[src/rtl/ej32_ifu.sv]
// eJ32 instruction fetch unit: fetches big-endian 32-bit words into a byte
// prefetch queue and hands the decoder one bytecode byte per cycle.
module ej32_ifu #(
  parameter int ASZ = 17,
  parameter int QB  = 8
) (
  input  logic           clk,
  input  logic           rst_n,
  input  logic           p_inc,
  input  logic           br_ld,
  input  logic [ASZ-1:0] br_addr,
  output logic [7:0]     data,
  output logic           data_vld,
  output logic [ASZ-1:0] pc,
  output logic           mem_req,
  output logic [ASZ-1:0] mem_addr,
  input  logic           mem_ack,
  input  logic [31:0]    mem_rdata
);

  localparam int PW = $clog2(QB);

  logic [7:0]     q_mem [QB];
  logic [PW-1:0]  head_q, head_d, tail_q, tail_d;
  logic [PW:0]    count_q, count_d;
  logic [ASZ-1:0] pc_q, pc_d, fa_q, fa_d, addr_q, addr_d;
  logic [1:0]     skip_q, skip_d;
  logic           req_q, req_d, drop_q, drop_d;

  logic           pop, push;
  logic [2:0]     npush;
  logic [7:0]     push_byte [4];
  logic [3:0]     push_en;

  // req_q doubles as the in-flight flag: a request is outstanding exactly
  // while mem_req is held high.
  always_comb begin
    logic [1:0] sel;
    // NOTE: every always_comb output gets a default first so no path can
    // leave it unassigned and infer a latch.
    head_d  = head_q;
    tail_d  = tail_q;
    count_d = count_q;
    pc_d    = pc_q;
    fa_d    = fa_q;
    skip_d  = skip_q;
    req_d   = req_q;
    addr_d  = addr_q;
    drop_d  = drop_q;
    sel     = '0;

    pop   = p_inc && (count_q != '0) && !br_ld;
    push  = req_q && mem_ack && !drop_q && !br_ld;
    npush = push ? (3'd4 - {1'b0, skip_q}) : 3'd0;

    for (int k = 0; k < 4; k++) begin
      sel          = skip_q + 2'(k);
      push_byte[k] = mem_rdata[8*(3-int'(sel)) +: 8];
      push_en[k]   = push && (3'(k) < npush);
    end

    if (br_ld) begin
      head_d  = tail_q;
      count_d = '0;
      pc_d    = br_addr;
      fa_d    = {br_addr[ASZ-1:2], 2'b00};
      skip_d  = br_addr[1:0];
      // A response still owed to the old stream must be thrown away.
      drop_d  = req_q && !mem_ack;
    end else begin
      if (pop) begin
        head_d = head_q + 1'b1;
        pc_d   = pc_q + 1'b1;
      end
      if (push) begin
        tail_d = tail_q + PW'(npush);
        fa_d   = fa_q + ASZ'(4);
        skip_d = 2'd0;
      end
      count_d = count_q + (PW+1)'(npush) - (PW+1)'(pop);
      if (req_q && mem_ack && drop_q) drop_d = 1'b0;
    end

    if (req_q && mem_ack) begin
      req_d = 1'b0;
    end else if (!req_q && !br_ld && ((PW+1)'(QB) - count_q >= (PW+1)'(4))) begin
      req_d  = 1'b1;
      addr_d = fa_q;
    end
  end

  // NOTE: state registers use non-blocking assignments so every flop samples
  // its _d value from the same pre-edge snapshot.
  always_ff @(posedge clk or negedge rst_n) begin
    if (!rst_n) begin
      head_q  <= '0;
      tail_q  <= '0;
      count_q <= '0;
      pc_q    <= '0;
      fa_q    <= '0;
      skip_q  <= '0;
      req_q   <= 1'b0;
      addr_q  <= '0;
      drop_q  <= 1'b0;
    end else begin
      head_q  <= head_d;
      tail_q  <= tail_d;
      count_q <= count_d;
      pc_q    <= pc_d;
      fa_q    <= fa_d;
      skip_q  <= skip_d;
      req_q   <= req_d;
      addr_q  <= addr_d;
      drop_q  <= drop_d;
    end
  end

  // NOTE: queue storage is not reset; count_q gates every read, so stale
  // bytes are never visible and the array can map onto plain registers/RAM.
  always_ff @(posedge clk) begin
    for (int k = 0; k < 4; k++) begin
      if (push_en[k]) q_mem[tail_q + PW'(k)] <= push_byte[k];
    end
  end

  assign data_vld = (count_q != '0);
  assign data     = data_vld ? q_mem[head_q] : 8'h00;
  assign pc       = pc_q;
  assign mem_req  = req_q;
  assign mem_addr = addr_q;

endmodule

[config.mk]
export PLATFORM = sky130hd
export DESIGN_NAME = ej32_ifu
export DESIGN_NICKNAME = d
export VERILOG_FILES = /design/src/rtl/ej32_ifu.sv
export SDC_FILE = /design/constraint.sdc
export NUM_CORES = 1
export LEC_CHECK = 0
export CAP_MARGIN = 20
export CORE_MARGIN = 1
export CORE_UTILIZATION = 55
export DETAILED_ROUTE_END_ITERATION = 7
export GPL_TIMING_DRIVEN = 0
export PLACE_DENSITY = 0.83
export REMOVE_ABC_BUFFERS = 1
export SYNTH_ARGS = -nofsm -noshare
export SYNTH_HDL_FRONTEND = slang
export SYNTH_SLANG_ARGS = --single-unit
[constraint.sdc]
create_clock -name clk -period 4.2 [get_ports clk]
set_input_delay 0.63 -clock clk [delete_from_list [all_inputs] [get_ports clk]]
set_output_delay 0.63 -clock clk [all_outputs]
set_load 0.02 [all_outputs]
==> run_results.csv <==
group,metric,value,unit
run_status,status,"finished clean",
placed_design,dp_hpwl,17.4,mm
synthesis,ys_types,72,
worst_setup_path,reg2regPathDepth,6,
synthesis,async_flop_share,48.8,%
synthesis,syn_area,0.00872,mm2
worst_setup_path,cp-start-kind,"flip-flop",
power_and_ir_drop,power.switching,0.00242,W
power_and_ir_drop,ir_drop,0.399,mV
power_and_ir_drop,power.share.switching,40.3,%
worst_setup_path,worstPathRequired,4.27,ns
synthesis,synth_top_area_cell,"edfxtp_1",
sta,period_needed,4.00,ns
synthesis,postSynthCellCount,741,
route,dr.pass1.iters,6,
worst_setup_path,worstPathArrival,4.07,ns
clocking,cts-root-buf,"clkbuf_16",
die,start_util,56.9,%
route,vias_per_cell,6.52,
layout,final_common_cell,"clkdlybuf4s50_1",
grt,grt_pass1_wl,37.8,mm
synthesis,synth_ff_type,"edfxtp_1",
layout,final_cell_mix,"clkdlybuf4s50_1, nor2_1, mux2i_1",
synthesis,synth_seq_cells,125,
placed_design,dp.cells,1014,
sta,setup_viol,0,
route,totalWireLength,23.5,mm
synthesis,synth_edf_count,64,
synthesis,ys_top_cells_by_area,"edfxtp_1, dfrtp_1, mux4_2",
sta,slew_headroom,30.1,%
route,remaining_drc_errors,0,
sta,finalCritPeriodShare,95.2,%
clocking,htreeDepth,4,
sta,rsz0062_at_grt,"false",
sta,clock.fmax,250,MHz
die,die_h,128,um
die,die-area,0.0164,mm2
worst_setup_path,regToRegSetupSlack,0.20,ns
sta,hold-worst-slack,0.145,ns
clocking,post_cts_buffers,0,
job,drv_cap,0,
clocking,path_clk_slew,0.06,ns
clocking,clockBufferDepth,2,
die,num_rows,45,
sta,tightest_slew,1.05,ns
power_and_ir_drop,power.density_cell_area,578,mW/mm2
route,ant_nets,0,
clocking,cts_sinks,125,
power_and_ir_drop,leakage,3.93,nW
clocking,cts_tree,"done",
hold_path,hold_path.class,"in -> async",
synthesis,yosys_warnings,0,
synthesis,yosysTopAreaCellShare,22.0,%
sta,tns,0,ns
grt,grt_overflow,0,
synthesis,syn_avg_cell_area,11.8,um2
die,die_w,128,um
power_and_ir_drop,seq_power_share,31.5,%
power_and_ir_drop,p_comb_share,46.0,%
route,wl_per_cell,22.4,um
power_and_ir_drop,internal-power,0.00358,W
die,core,0.0153,mm2
worst_setup_path,worst-path-max-fanout,19,
worst_setup_path,end_kind,"flip-flop",
placed_design,io_buffers,95,
clocking,cts_buffers,17,
placed_design,globalplace.congestion,0.882,
worst_setup_path,r2r-start,"skip_q[0]$_DFFE_PN0N_",
layout,final_nets,891,
layout,layout-drive-gt1-share,19.1,%
layout,antennaDiodeCount,0,
grt,grt_pass1_vias,6853,
sta,fin_skew,0.00862,ns
grt,grt.total_usage,30.5,%
sta,drv_slew,0,
layout,fin_cells,1047,
layout,area_delta_synth_final,19.1,%
power_and_ir_drop,clockPowerShare,22.5,%
grt,antenna_found_initial,0,
route,vias,6830,
grt,grt_max_degree,43,
worst_setup_path,worstReg2RegEnd,"q_mem[2][3]$_DFFE_PP_",
power_and_ir_drop,power,0.00601,W
layout,n_fill_cell,1135,
clocking,clkLatencyLatePin,0.43,ns
sta,hold_violations,0,
route,drt_iter0_drc,672,
die,boundaryPins,98,
synthesis,ys_seq_area_share,39.5,%
worst_setup_path,worst-setup-path-type,"reg -> reg",
==> Yosys cell counts, types with 3 or more instances <==
cell type,count
clkbuf_1,5
o21ai_0,11
nor3_4,4
xnor2_1,24
a21o_1,3
buf_4,6
nor4_1,3
edfxtp_1,64
and3_1,6
dfrtp_1,61
or2b_1,3
nand4_1,12
buf_6,6
ha_1,12
nor2_8,3
nand3_1,11
a21oi_1,12
a221oi_1,63
mux2i_1,85
and4_1,3
buf_1,5
mux2_2,39
nor3_1,6
nand2_1,42
nor2_4,5
mux4_2,40
o21ai_1,8
inv_1,13
buf_2,17
a21boi_0,8
nor2_1,88
a21oi_2,4
xor2_1,16
==> sequential cells by signal, summed over array words and instances, names as in the netlist <==
name      flops
count_q       4
drop_q        1
fa_q         15
head_q        3
mem_addr     15
mem_req       1
pc           17
q_mem        64
skip_q        2
tail_q        3
==> how the worst max path moves through the flow <==
stage / start / to / slack [ns] / cells after the start
after CTS: skip_q[0]$_DFFE_PN0N_ / q_mem[2][5]$_DFFE_PP_ / 0.08 / 6
after global routing: skip_q[0]$_DFFE_PN0N_ / q_mem[2][0]$_DFFE_PP_ / 0.02 / 6
final: skip_q[0]$_DFFE_PN0N_ / q_mem[2][3]$_DFFE_PP_ / 0.20 / 6
after global placement: skip_q[0]$_DFFE_PN0N_ / q_mem[2][6]$_DFFE_PP_ / -1.43 / 6
after floorplan: skip_q[0]$_DFFE_PN0N_ / q_mem[2][0]$_DFFE_PP_ / -0.30 / 6
after detailed placement: skip_q[0]$_DFFE_PN0N_ / q_mem[2][6]$_DFFE_PP_ / 0.11 / 6
==> cell type report <==
| class | instances | area [um2] | area share, % |
|---|---|---|---|
| clock buffer | 17 | 425 | 4.09 |
| clock inverter | 15 | 110 | 1.06 |
| inverter | 15 | 56.3 | 0.542 |
| multi-input combinational | 562 | 4990 | 48.1 |
| sequential | 125 | 3450 | 33.2 |
| tap | 211 | 264 | 2.54 |
| timing repair buffer | 102 | 1090 | 10.5 |
==> cell families after synthesis <==
family | Yosys count | synth area share (%)
XOR/XNOR | 43 | 4.71
AO/OA/AOI/OAI | 129 | 11.8
buffers and inverters | 55 | 3.40
other | 1 | 0.0430
adder cells (fa/ha/maj) | 15 | 2.30
multiplexers | 164 | 25.1
AND/OR/NAND/NOR | 209 | 13.1
flip-flops | 125 | 39.5
==> repair_timing <==
| action | 4_1_cts | 5_1_grt |
|---|---|---|
| gates resized for setup | 0 | 1 |
| hold buffers | 0 | 0 |
| endpoints found under the setup margin | 0 | 27 |
==> routing by layer <==
layer / global-route usage, % / share of wire (%)
met4: 9.76 / 1.8
met3: 5.18 / 7.2
met2: 48.0 / 47
met5: 0 / 0
met1: 43.0 / 44
==> power by group through the flow <==
stage | Sequential, W | Combinational [W] | Clock [W]
after floorplan | 0.00196 | 0.00167 | 0
after global placement | 0.00192 | 0.00253 | 0
after detailed placement | 0.00191 | 0.00273 | 0
after CTS | 0.00189 | 0.00275 | 0.00135
after global routing | 0.00193 | 0.00296 | 0.00140
final | 0.00189 | 0.00276 | 0.00135
==> worst max-delay path, stage by stage, from the launching register on <==
cell and delay [ns]:
dfrtp_1 0.65, clkinv_1 0.58, ha_2 0.72, o21ai_0 0.27
nor2_1 0.22, nand3_1 0.55, nand2_1 0.64
==> per-stage QoR <==
stage	area (um2)	utilization, %	setup slack, ns
after floorplan	8480	-	-0.303
after global placement	9700	63.3	-1.43
after detailed placement	9840	64.3	0.111
after CTS	10400	67.8	0.0812
after global routing	10400	67.8	0.0223
final	10400	67.8	0.202
No activity file was read; power rests on OpenSTA's default activity.
